<file path="src/rtl/uart_rx_fifo_pkg.sv">
// -----------------------------------------------------------------------------
// uart_rx_fifo_pkg
// Purpose : UART frame constants shared by the receive path.
// Contents: DATA_BITS - payload bits per frame (LSB first on the line)
//           STOP_BITS - stop bits per frame (the receiver checks exactly one)
// -----------------------------------------------------------------------------
package uart_rx_fifo_pkg;

    localparam int unsigned DATA_BITS = 8;
    localparam int unsigned STOP_BITS = 1;

endpackage

</file>
<file path="src/rtl/sync_fifo.sv">
// -----------------------------------------------------------------------------
// sync_fifo
// Purpose : Single-clock show-ahead FIFO. dout always presents the head entry;
//           it is meaningful only while empty=0.
// Ports   : clk   - clock, rising edge
//           rst   - asynchronous active-high reset (pointers, count, storage)
//           push  - write din at the tail; dropped when full unless pop also
//                   succeeds in the same cycle
//           pop   - consume the head entry; ignored when empty
//           din   - write data
//           dout  - head data (show-ahead)
//           empty - no entries held
//           full  - DEPTH entries held
// -----------------------------------------------------------------------------
module sync_fifo #(
    parameter int unsigned WIDTH = 8,
    parameter int unsigned DEPTH = 4
) (
    input  logic             clk,
    input  logic             rst,
    input  logic             push,
    input  logic             pop,
    input  logic [WIDTH-1:0] din,
    output logic [WIDTH-1:0] dout,
    output logic             empty,
    output logic             full
);

    localparam int unsigned AW = (DEPTH > 1) ? $clog2(DEPTH) : 1;
    localparam logic [AW:0] FULL_CNT = (AW + 1)'(DEPTH);

    if ((DEPTH < 2) || ((DEPTH & (DEPTH - 1)) != 0)) begin : g_bad_depth
        $fatal(1, "sync_fifo: DEPTH must be a power of two and at least 2");
    end

    logic [WIDTH-1:0] mem_q [DEPTH];
    logic [AW-1:0]    wr_ptr_q, rd_ptr_q;
    logic [AW:0]      count_q,  count_d;
    logic             do_push,  do_pop;

    assign empty = (count_q == '0);
    assign full  = (count_q == FULL_CNT);
    assign dout  = mem_q[rd_ptr_q];

    // A pop frees the head slot in the same edge, so a push into a full FIFO
    // is accepted whenever a pop also succeeds.
    assign do_pop  = pop & ~empty;
    assign do_push = push & (~full | do_pop);

    always_comb begin
        count_d = count_q;
        unique case ({do_push, do_pop})
            2'b10:   count_d = count_q + 1'b1;
            2'b01:   count_d = count_q - 1'b1;
            default: count_d = count_q;
        endcase
    end

    // Pointers are AW bits wide, so they wrap modulo DEPTH on their own.
    always_ff @(posedge clk or posedge rst) begin
        if (rst) begin
            wr_ptr_q <= '0;
            rd_ptr_q <= '0;
            count_q  <= '0;
            for (int i = 0; i < DEPTH; i++) begin
                mem_q[i] <= '0;
            end
        end else begin
            count_q <= count_d;
            if (do_push) begin
                mem_q[wr_ptr_q] <= din;
                wr_ptr_q        <= wr_ptr_q + 1'b1;
            end
            if (do_pop) begin
                rd_ptr_q <= rd_ptr_q + 1'b1;
            end
        end
    end

endmodule

</file>
<file path="src/rtl/uart_rx_fifo.sv">
// -----------------------------------------------------------------------------
// uart_rx_fifo
// Purpose : 8N1 UART receiver feeding a show-ahead byte FIFO.
// Ports   : clk       - clock, rising edge
//           rst       - asynchronous active-high reset
//           rx        - serial line, asynchronous to clk, idle high
//           rd        - pop request; consumes the head byte when rx_full=1
//           rx_data   - FIFO head byte, valid while rx_full=1
//           rx_full   - FIFO non-empty
//           frame_err - one-cycle pulse on a bad (low) stop bit
//           overrun   - one-cycle pulse when a byte is dropped on a full FIFO
// -----------------------------------------------------------------------------
module uart_rx_fifo
    import uart_rx_fifo_pkg::*;
#(
    parameter int unsigned CLOCK_HZ  = 27_000_000,
    parameter int unsigned BAUD      = 115200,
    parameter int unsigned TIM_WIDTH = 8,
    parameter int unsigned DEPTH     = 4
) (
    input  logic       clk,
    input  logic       rst,
    input  logic       rx,
    input  logic       rd,
    output logic [7:0] rx_data,
    output logic       rx_full,
    output logic       frame_err,
    output logic       overrun
);

    localparam int unsigned PERIOD = CLOCK_HZ / BAUD;
    localparam logic [TIM_WIDTH-1:0] PER_M1 = TIM_WIDTH'(PERIOD - 1);
    localparam logic [TIM_WIDTH-1:0] HALF   = TIM_WIDTH'(PERIOD / 2);
    localparam int unsigned BIT_W = $clog2(DATA_BITS);
    localparam logic [BIT_W-1:0] LAST_BIT = BIT_W'(DATA_BITS - 1);

    if ((PERIOD < 2) || (((PERIOD - 1) >> TIM_WIDTH) != 0)) begin : g_bad_period
        $fatal(1, "uart_rx_fifo: CLOCK_HZ/BAUD - 1 must fit in TIM_WIDTH bits");
    end

    if (STOP_BITS != 1) begin : g_bad_stop
        $fatal(1, "uart_rx_fifo: only one stop bit is supported");
    end

    typedef enum logic [2:0] {
        StIdle,
        StStart,
        StData,
        StStop,
        StWaitHigh
    } rx_state_e;

    rx_state_e state_q, state_d;

    logic                 rx_meta_q, rx_sync_q, rx_prev_q;
    logic [TIM_WIDTH-1:0] cnt_q,   cnt_d;
    logic [BIT_W-1:0]     bit_q,   bit_d;
    logic [7:0]           shift_q, shift_d;
    logic                 frame_err_q, frame_err_d;
    logic                 overrun_q,   overrun_d;

    logic push;
    logic pop;
    logic fifo_empty;
    logic fifo_full;
    logic fall;

    // rx_prev_q delays the synchronized line by one more cycle for edge
    // detection; all three flops reset high so reset never looks like a start.
    assign fall = rx_prev_q & ~rx_sync_q;

    always_comb begin
        state_d     = state_q;
        cnt_d       = cnt_q;
        bit_d       = bit_q;
        shift_d     = shift_q;
        push        = 1'b0;
        frame_err_d = 1'b0;

        unique case (state_q)
            StIdle: begin
                if (fall) begin
                    state_d = StStart;
                    cnt_d   = '0;
                end
            end

            // Re-check the line at the start-bit midpoint; a high line here
            // was a glitch and the frame is abandoned.
            StStart: begin
                if (cnt_q == HALF) begin
                    cnt_d   = '0;
                    bit_d   = '0;
                    state_d = rx_sync_q ? StIdle : StData;
                end else begin
                    cnt_d = cnt_q + 1'b1;
                end
            end

            StData: begin
                if (cnt_q == PER_M1) begin
                    cnt_d   = '0;
                    shift_d = {rx_sync_q, shift_q[7:1]};
                    bit_d   = bit_q + 1'b1;
                    if (bit_q == LAST_BIT) begin
                        state_d = StStop;
                    end
                end else begin
                    cnt_d = cnt_q + 1'b1;
                end
            end

            StStop: begin
                if (cnt_q == PER_M1) begin
                    cnt_d = '0;
                    if (rx_sync_q) begin
                        push    = 1'b1;
                        state_d = StIdle;
                    end else begin
                        frame_err_d = 1'b1;
                        state_d     = StWaitHigh;
                    end
                end else begin
                    cnt_d = cnt_q + 1'b1;
                end
            end

            // A held-low line (break) must not start new frames; wait for idle.
            StWaitHigh: begin
                if (rx_sync_q) begin
                    state_d = StIdle;
                end
            end

            default: begin
                state_d = StIdle;
                cnt_d   = '0;
            end
        endcase
    end

    assign pop       = rd & ~fifo_empty;
    assign overrun_d = push & fifo_full & ~pop;

    always_ff @(posedge clk or posedge rst) begin
        if (rst) begin
            rx_meta_q   <= 1'b1;
            rx_sync_q   <= 1'b1;
            rx_prev_q   <= 1'b1;
            state_q     <= StIdle;
            cnt_q       <= '0;
            bit_q       <= '0;
            shift_q     <= '0;
            frame_err_q <= 1'b0;
            overrun_q   <= 1'b0;
        end else begin
            rx_meta_q   <= rx;
            rx_sync_q   <= rx_meta_q;
            rx_prev_q   <= rx_sync_q;
            state_q     <= state_d;
            cnt_q       <= cnt_d;
            bit_q       <= bit_d;
            shift_q     <= shift_d;
            frame_err_q <= frame_err_d;
            overrun_q   <= overrun_d;
        end
    end

    sync_fifo #(
        .WIDTH (DATA_BITS),
        .DEPTH (DEPTH)
    ) u_fifo (
        .clk   (clk),
        .rst   (rst),
        .push  (push),
        .pop   (pop),
        .din   (shift_q),
        .dout  (rx_data),
        .empty (fifo_empty),
        .full  (fifo_full)
    );

    assign rx_full   = ~fifo_empty;
    assign frame_err = frame_err_q;
    assign overrun   = overrun_q;

endmodule
</file>
<file path="config.mk">
export PLATFORM = sky130hd
export DESIGN_NAME = uart_rx_fifo
export DESIGN_NICKNAME = d
export VERILOG_FILES = /design/src/rtl/uart_rx_fifo_pkg.sv /design/src/rtl/sync_fifo.sv /design/src/rtl/uart_rx_fifo.sv
export SDC_FILE = /design/constraint.sdc
export NUM_CORES = 1
export LEC_CHECK = 0
export ABC_AREA = 1
export BUFFER_PORTS_ARGS = -buffer_cell sky130_fd_sc_hd__buf_4
export CORE_UTILIZATION = 50
export DETAILED_ROUTE_END_ITERATION = 8
export GPL_ROUTABILITY_DRIVEN = 0
export HOLD_SLACK_MARGIN = 0.08
export PLACE_DENSITY = 0.66
export RECOVER_POWER = 50
export SLEW_MARGIN = 20
export SYNTH_ARGS = -nofsm -noshare
export SYNTH_HDL_FRONTEND = slang
export SYNTH_SLANG_ARGS = --single-unit
</file>
<file path="constraint.sdc">
create_clock -name clk -period 2.01 [get_ports clk]
set_input_delay 0 -clock clk [delete_from_list [all_inputs] [get_ports clk]]
set_output_delay 0 -clock clk [all_outputs]
set_load 0.01 [all_outputs]
</file>
==> impl_metrics.json, run 1 <==
{
  "status": "finished, final reports clean",
  "ys_ff_latch": 66,
  "fin_util_pct": 57.9,
  "ant_nets": 0,
  "via_per_inst": 5.15,
  "max-vdd-ir-drop_mv": 0.817,
  "antenna_found_initial": 0,
  "grt_max_degree": 67,
  "layout.nets": 407,
  "mostFrequentLayoutCell": "nand2_1",
  "power_density_nw_per_um2": 1110,
  "critPathLaunchType": "flop",
  "clock_path_buffers": 2,
  "slowest_stage": "fa_2",
  "dr.first_iter.drc_count": 163,
  "num_vias": 2451,
  "area_delta_synth_final_pct": 12.0,
  "min_period_ns": 1.82,
  "die_height_um": 82.8,
  "final_area_um2": 3660,
  "nFillCells": 590,
  "max_slew_margin_pct": 3.74,
  "fmax_mhz": 550,
  "hold_ws_ns": 0.332,
  "clkSinkCount": 66,
  "placed_cell_area_um2": 3410,
  "rows": 29,
  "avgRoutedWirePerCell_um": 13.2,
  "multi_input_area_um2": 1370,
  "grt_pass1_wl_um": 10900,
  "total_power_mw": 4.05,
  "port_buffers": 14,
  "ys_types": 26,
  "netlist_instances": 372,
  "clk_latency_ns": 0.34,
  "clkTransAtPathRegs_ns": 0.07,
  "initial_core_util_pct": 51.7,
  "grt_pass1_vias": 2392,
  "regArea_um2": 1660,
  "detailed_place_hpwl_um": 4150,
  "hold_viol_final": 0,
  "rsz0062_at_grt": "false",
  "tightest_slew_ns": 1.44,
  "crit_path_max_fanout": 3,
  "design.die.area_um2": 6860,
  "cts_root_buf": "clkbuf_8",
  "slew_violations": 0,
  "h-tree-depth": 3,
  "grt_overflow": 0,
  "crit_path_max_incr_delay_ns": 0.43,
  "wl_um": 6280,
  "cts_tree": "built",
  "drive_gt1_share_pct": 12.5,
  "skew_ns": 0.0117,
  "required_ns": 2.26,
  "post-route-drc-count": 0,
  "grt.total_usage_pct": 19.9,
  "finalCritPeriodShare_pct": 90.5,
  "cp-end-kind": "flop",
  "worstSetupPathType": "reg2reg",
  "yosysWarnings": 0,
  "setup_tns_ns": 0,
  "leakagePower_nw": 1.83,
  "setup_viol": 0,
  "io_pins": 15,
  "syn-cell-area_um2": 3270,
  "final_cell_mix": "nand2_1 (82), dfrtp_1 (63), nor2_1 (46)",
  "maxCapViolations": 0,
  "synth_fp_nets": 385,
  "drtPass1Iterations": 4,
  "fp.dieW_um": 82.8,
  "numCtsBuffers": 9,
  "antenna_cells": 0,
  "avgSynthCellArea_um2": 8.78,
  "core_area_um2": 6310,
  "seq_area_frac_synth_pct": 50.7,
  "hp-class": "in2reg",
  "cp.arrival_ns": 2.07,
  "worstPathCellList": "inv_1 > ha_1 > nand2_1 > inv_1 > nand2_1 > nor2_2 > nand2_2 > nand2_2 > fa_2 > a21oi_1"
}
[where the power goes]
group	leakage, nW	internal [mW]	total [mW]	switching, mW
Clock	0.0987	0.701	1.23	0.525
Combinational	0.851	0.476	1.26	0.780
Sequential	0.880	1.44	1.57	0.130
Total	1.83	2.62	4.05	1.44
[flip-flops by register name, indices dropped and copies added (netlist names), 2 cells and up]
register,flops
state_q,3
u_fifo.rd_ptr_q,2
u_fifo.mem_q,32
u_fifo.count_q,3
u_fifo.wr_ptr_q,2
shift_q,8
cnt_q,8
bit_q,3
[cell usage after synthesis]
master    count  area, um^2
nand2_1      84         315
dfrtp_1      63        1580
nor2_1       47         176
inv_1        41         154
o21ai_0      33         165
o21a_1       28         210
nand3_1      14        70.1
o22ai_1       9        56.3
ha_1          8         100
a21oi_1       7        35.0
xor2_1        6        52.6
clkbuf_1      4        15.0
buf_2         3        15.0
buf_8         3        45.0
dfstp_2       3        78.8
nor2_8        3        60.1
nor3_1        3        15.0
nand2_2       2        12.5
nand4_1       2        12.5
nor2_2        2        12.5
nor2_4        2        22.5
buf_12        1        20.0
fa_1          1        20.0
inv_2         1        3.75
nand2_4       1        11.3
nand3_2       1        10.0
[final timing paths]
path                       cells past startpoint       from                 to  slack, ns
max                                           10   cnt_q[1]  u_fifo.count_q[1]       0.19
min                                            2         rx          rx_meta_q       0.33
max reg2reg                                   10   cnt_q[1]  u_fifo.count_q[1]       0.19
min reg2reg                                    0  rx_meta_q          rx_sync_q       0.36
max in group asynchronous                      4        rst         shift_q[7]       0.41
min in group asynchronous                      4        rst   u_fifo.mem_q[25]       0.72
[area by class of cell]
type	instances	area share [%]
clock inverters	6	2.50
flip-flops and latches	66	45.2
repair buffers	22	4.45
well taps	77	2.63
clock buffers	10	3.49
inverters	42	4.31
multi-input cells	253	37.4
[per-layer routing]
layer  GRT usage, %  vias to the layer above  wire length [um]
met3           3.38                        6               175
met2           30.9                       29              2820
met5              0                        -                 0
li1               -                     1236                 -
met4           7.99                        0                78
met1           27.9                     1180              3200
[logic make-up after synthesis]
family | Yosys count | synth area share, %
flops | 66 | 50.7
compound gates | 77 | 14.3
xor+xnor | 6 | 1.61
fa+ha+maj | 9 | 3.68
buf+inv | 53 | 7.74
simple gates | 161 | 22.0
[worst max-delay path: cells and delay by family, from the launching register on]
family                   cells  cell delay [ns]
adder cells (fa/ha/maj)      2             0.59
flip-flops                   1             0.40
AO/OA/AOI/OAI                1             0.15
AND/OR/NAND/NOR              5             0.48
buffers and inverters        2             0.14
[metrics by stage]
| stage | cells | setup WS [ns] |
|---|---|---|
| 3_5_place_dp | 455 | 0.132 |
| 2_1_floorplan | 372 | 0.280 |
| 4_1_cts | 474 | 0.0800 |
| 6_report | 476 | 0.191 |
| 5_1_grt | 476 | 0.0109 |
| 3_3_place_gp | 455 | 0.191 |
[timing repair]
action / CTS / global route
hold endpoints to repair: 68 / 0
gates resized for setup: 0 / 4
buffers inserted: 0 / 2
setup endpoints to repair: 0 / 7
hold buffers: 3 / 0
Power figures use the tool's default switching activity.
==> run 2: changes to the inputs <==
--- a/config.mk
+++ b/config.mk
@@ -7,11 +7,13 @@
 export LEC_CHECK = 0
 export ABC_AREA = 1
 export BUFFER_PORTS_ARGS = -buffer_cell sky130_fd_sc_hd__buf_4
-export CORE_UTILIZATION = 50
+export CELL_PAD_IN_SITES_DETAIL_PLACEMENT = 2
+export CELL_PAD_IN_SITES_GLOBAL_PLACEMENT = 2
+export CORE_UTILIZATION = 38
 export DETAILED_ROUTE_END_ITERATION = 8
-export GPL_ROUTABILITY_DRIVEN = 0
+export GPL_TIMING_DRIVEN = 0
 export HOLD_SLACK_MARGIN = 0.08
-export PLACE_DENSITY = 0.66
+export PLACE_DENSITY = 0.78
 export RECOVER_POWER = 50
 export SLEW_MARGIN = 20
 export SYNTH_ARGS = -nofsm -noshare
==> run 2 against run 1 <==
  * Non-clock buffer count is 16 higher
  * Sequential power barely moved
  * Maximum frequency shrank 6.4%
  * Wire length increased by 42%
  * Combinational power is 12% higher
  * Clock skew up 0.0037 ns
  * Highest routed layer unchanged
==> impl_metrics.json, run 2 (synthesis results as in run 1) <==
{
  "leakagePower_nw": 1.93,
  "largest_reg_flops": 32,
  "fmax_mhz": 515,
  "post-route-drc-count": 0,
  "antenna_cells": 0,
  "max_slew_margin_pct": 49.7,
  "min_period_ns": 1.94,
  "max-vdd-ir-drop_mv": 0.460,
  "gp_congestion": 0.753,
  "fp.dieW_um": 94.7,
  "power_density_nw_per_um2": 1110,
  "final_cell_mix": "nand2_1 (83), dfrtp_1 (63), nor2_1 (46)",
  "drtPass1Iterations": 3,
  "r2r_slack_ns": 0.08,
  "dr.first_iter.drc_count": 75,
  "hold_ws_ns": 0.282,
  "r2r-end": "u_fifo.mem_q[13]",
  "setup_tns_ns": 0,
  "grt_max_degree": 53,
  "slowest_stage": "dfrtp_1",
  "timing.final.ws_setup_ns": 0.0672,
  "path_delay_family": "buffers and inverters",
  "crit_path_max_incr_delay_ns": 0.51,
  "slew_violations": 0,
  "cts_tree": "built",
  "grt_pass1_vias": 2799,
  "clk_latency_ns": 0.35,
  "num_vias": 2652,
  "hold_viol_final": 0,
  "multi_input_area_um2": 1380,
  "cts_root_buf": "clkbuf_8",
  "status": "finished, final reports clean",
  "required_ns": 2.01,
  "placed_cell_area_um2": 3530,
  "regArea_um2": 1660,
  "wl_um": 8940,
  "critPathLaunchType": "flop",
  "ant_nets": 0,
  "worstSetupPathType": "reg2out",
  "via_per_inst": 5.10,
  "maxCapViolations": 0,
  "critPathBufInv": 3,
  "die_height_um": 94.7,
  "cp.arrival_ns": 1.94,
  "clkTransAtPathRegs_ns": 0.08,
  "core_area_um2": 8260,
  "antenna_found_initial": 0,
  "grt_pass1_wl_um": 14100,
  "worstPathCellList": "inv_1 > clkbuf_2 > nor2_1 > o22ai_1 > buf_4",
  "setup_viol": 0,
  "tightest_slew_ns": 0.754,
  "top_register": "u_fifo.mem_q",
  "r2r_cells": 12,
  "initial_core_util_pct": 39.5,
  "numCtsBuffers": 9,
  "hp-class": "in2async",
  "fin_util_pct": 47.0,
  "layout.nets": 423,
  "detailed_place_hpwl_um": 6070,
  "final_area_um2": 3880,
  "clock_path_buffers": 2,
  "skew_ns": 0.0154,
  "crit_path_max_fanout": 10,
  "avgRoutedWirePerCell_um": 17.2,
  "finalCritPeriodShare_pct": 96.7,
  "nFillCells": 893,
  "cp-end-kind": "output port",
  "rows": 33,
  "design.die.area_um2": 8970,
  "h-tree-depth": 3,
  "dp_slack_ns": -0.0425,
  "grt.total_usage_pct": 20.9,
  "largestRegisters": "u_fifo.mem_q x32, cnt_q x8, shift_q x8",
  "clkSinkCount": 66,
  "grt_overflow": 0,
  "port_buffers": 14,
  "reg2reg_from": "cnt_q[1]",
  "mostFrequentLayoutCell": "nand2_1",
  "area_delta_synth_final_pct": 18.9,
  "drive_gt1_share_pct": 16.4,
  "io_pins": 15
}
run 2: cell types whose count changed in the layout (fill, tap and decap cells not counted), sizes merged:
cell	delta
clkbuf	+5
clkinv	-1
clkinvlp	-1
buf	+12
inv	+1
run 2: routing by layer:
metal | part of all wire [%] | GRT usage [%] | vias to the layer above | wire length, um
met5 | 0 | 0 | - | 0
met4 | 0.92 | 4.55 | 0 | 82
met3 | 1.7 | 4.11 | 7 | 154
met2 | 49 | 34.3 | 19 | 4400
met1 | 48 | 28.5 | 1357 | 4300
li1 | - | - | 1269 | -
run 2: tightest hold or removal path: cells and delay by family:
family	cells	cell delay (ns)
buf+inv	3	1.08
run 2: power by group:
group	leakage [nW]	internal, mW	total (mW)	switching [mW]
Clock	0.111	0.743	1.32	0.574
Sequential	0.880	1.44	1.57	0.128
Combinational	0.943	0.513	1.41	0.900
run 2: worst max path at each step:
stage / slack (ns) / start / endpoint / depth (start not counted)
floorplan: 0.28 / cnt_q[0] / u_fifo.count_q[2] / 13
finish: 0.07 / u_fifo.rd_ptr_q[0] / rx_data[2] / 5
global placement: -0.67 / rst / u_fifo.count_q[1] / 2
detailed placement: -0.04 / cnt_q[1] / u_fifo.count_q[2] / 14
global route: -0.07 / cnt_q[1] / u_fifo.mem_q[10] / 12
CTS: 0.004 / cnt_q[1] / u_fifo.count_q[2] / 14
run 2: what timing repair did:
action / CTS / global route
gates resized for setup: 4 / 6
endpoints found under the setup margin: 12 / 18
hold buffers: 3 / 0
hold endpoints to repair: 68 / 0
buffers inserted: 0 / 9
pin swaps: 0 / 5
cloned: 0 / 1
run 2: final cells by class:
class                   count  area share [%]
flip-flops and latches     66            42.6
multi-input cells         253            35.6
inverters                  42            4.09
plain buffers              10            2.48
repair buffers             28            5.96
well taps                 105            3.38
clock inverters             5            2.19
clock buffers              11            3.64
run 2: stage by stage:
stage,power (mW),std cells
floorplan,2.43,372
global placement,2.91,491
detailed placement,2.96,492
CTS,4.29,510
global route,4.57,520
finish,4.30,520
==> run 3: changes to the inputs <==
--- a/config.mk
+++ b/config.mk
@@ -11,7 +11,6 @@
 export CELL_PAD_IN_SITES_GLOBAL_PLACEMENT = 2
 export CORE_UTILIZATION = 38
 export DETAILED_ROUTE_END_ITERATION = 8
-export GPL_TIMING_DRIVEN = 0
 export HOLD_SLACK_MARGIN = 0.08
 export PLACE_DENSITY = 0.78
 export RECOVER_POWER = 50
==> run 3 against run 2 <==
  * Sequential power about the same
  * Design area decreased by 1.5%
  * Hold slack improved by 0.027 ns
  * Wire length increased by 0.87%
  * Worst setup slack improved by 0.073 ns
  * Critical path depth increased by 9
  * Register-to-register slack improved by 0.06 ns
  * Sequential share of layout area increased by 0.63 points
  * Power increased by 2.1%
  * Non-clock buffer count decreased by 10
  * Critical path type is now reg2reg
==> impl_metrics.json, run 3 (synthesis results as in run 1) <==
{
  "initial_core_util_pct": 39.5,
  "crit_path_max_incr_delay_ns": 0.42,
  "required_ns": 2.30,
  "largestRegisters": "u_fifo.mem_q x32, cnt_q x8, shift_q x8",
  "die_height_um": 94.7,
  "num_vias": 2645,
  "power_density_nw_per_um2": 1150,
  "design.die.area_um2": 8970,
  "io_pins": 15,
  "setup_viol": 0,
  "critPathLaunchType": "flop",
  "gp_congestion": 0.748,
  "clk_latency_ns": 0.35,
  "final_cell_mix": "nand2_1 (80), dfrtp_1 (63), nor2_1 (45)",
  "antenna_found_initial": 0,
  "fp.dieW_um": 94.7,
  "cp-end-kind": "flop",
  "via_per_inst": 5.18,
  "h-tree-depth": 3,
  "rsz0062_at_grt": "true",
  "worstSetupPathType": "reg2reg",
  "slew_violations": 0,
  "crit_path_max_fanout": 3,
  "dr.first_iter.drc_count": 69,
  "drtPass1Iterations": 4,
  "leakagePower_nw": 1.90,
  "maxCapViolations": 0,
  "antenna_cells": 0,
  "skew_ns": 0.00938,
  "layout.nets": 414,
  "clkSinkCount": 66,
  "max-vdd-ir-drop_mv": 0.414,
  "fmax_mhz": 535,
  "hp-class": "in2reg",
  "detailed_place_hpwl_um": 5920,
  "final_area_um2": 3830,
  "grt_pass1_wl_um": 14100,
  "status": "finished, final reports clean",
  "hold_viol_final": 0,
  "clkTransAtPathRegs_ns": 0.07,
  "max_slew_margin_pct": 40.5,
  "grt_overflow": 0,
  "rows": 33,
  "slowest_stage": "fa_2",
  "cp.arrival_ns": 2.16,
  "worstPathCellList": "inv_1 > ha_2 > nand2_2 > inv_1 > nand2_2 > nor2_4 > nand2_4 > nand2_2 > fa_2 > inv_2 > nand4_1 > nand3_1 > nand2_1 > inv_1",
  "nFillCells": 916,
  "wl_um": 9020,
  "ant_nets": 0,
  "critPathBufInv": 4,
  "grt_max_degree": 42,
  "hold_ws_ns": 0.309,
  "min_period_ns": 1.87,
  "avgRoutedWirePerCell_um": 17.6,
  "core_area_um2": 8260,
  "top_register": "u_fifo.mem_q",
  "post-route-drc-count": 0,
  "total_power_mw": 4.39,
  "finalCritPeriodShare_pct": 93.0,
  "tightest_slew_ns": 0.892,
  "cts_tree": "built",
  "largest_reg_flops": 32,
  "clock_path_buffers": 2,
  "placed_cell_area_um2": 3460,
  "port_buffers": 14,
  "numCtsBuffers": 9,
  "drive_gt1_share_pct": 15.0,
  "path_delay_family": "adder cells",
  "grt_pass1_vias": 2916,
  "fin_util_pct": 46.3,
  "area_delta_synth_final_pct": 17.2,
  "grt.total_usage_pct": 21.0,
  "mostFrequentLayoutCell": "nand2_1",
  "cts_root_buf": "clkbuf_8"
}
==> run 3: cell count changes in the layout (fill, tap and decap cells not counted), sizes merged <==
| cell | delta |
|---|---|
| buf | -8 |
| clkbuf | -3 |
| clkinv | +2 |
| bufinv | +1 |
| clkinvlp | -1 |
| inv | -1 |
| nor2 | +1 |
==> run 3: worst register-to-register path, stage by stage, from the launching register on <==
cell,delay [ns]
dfrtp_1,0.36
inv_1,0.07
ha_2,0.18
nand2_2,0.07
inv_1,0.05
nand2_2,0.08
nor2_4,0.05
nand2_4,0.08
nand2_2,0.08
fa_2,0.42
inv_2,0.08
nand4_1,0.08
nand3_1,0.10
nand2_1,0.05
inv_1,0.05
==> run 3: path summary, 6_finish.rpt <==
check                                    end  startpoint  depth (start not counted)  slack, ns
max                        u_fifo.count_q[2]    cnt_q[1]                         14       0.14
max reg2reg                u_fifo.count_q[2]    cnt_q[1]                         14       0.14
min                                rx_meta_q          rx                          2       0.31
min in group asynchronous   u_fifo.mem_q[26]         rst                          3       0.39
max in group asynchronous           bit_q[2]         rst                          4       0.43
min reg2reg                        rx_sync_q   rx_meta_q                          0       0.37
==> run 3: timing repair <==
| action | 4_1_cts | 5_1_grt |
|---|---|---|
| hold buffers | 3 | 0 |
| setup endpoints to repair | 2 | 12 |
| setup buffers | 1 | 5 |
| cloned | 0 | 1 |
| resized for setup | 2 | 10 |
| hold endpoints to repair | 22 | 0 |
| pin swaps | 0 | 4 |
==> run 3: area by class of cell <==
type	count	area (um^2)	area share, %
flip-flops and latches	66	1660	43.3
multi-input cells	254	1410	36.8
repair buffers	28	231	6.05
inverters	42	158	4.12
well taps	105	131	3.43
clock buffers	10	128	3.34
clock inverters	6	115	3.01
==> run 3: through the flow <==
step	TNS, ns	cells	setup slack (ns)
final	0	511	0.140
after global routing	0	511	0.000251
after CTS	0	505	0.00917
after detailed placement	-0.0251	485	-0.0251
after global placement	0	485	0.164
after floorplan	0	372	0.280
==> run 3: routing by layer <==
metal	vias up	share of wire, %	global-route usage (%)
li1	1250	-	-
met1	1358	46	25.4
met2	23	51	37.1
met3	14	1.4	3.22
met4	0	1.8	8.33
met5	-	0	0
==> run 3: power by group <==
group / leakage (nW) / internal, mW / switching [mW] / total, mW
clock network: 0.117 / 0.829 / 0.560 / 1.39
logic: 0.900 / 0.517 / 0.895 / 1.41
registers: 0.880 / 1.44 / 0.146 / 1.59
total: 1.90 / 2.79 / 1.60 / 4.39
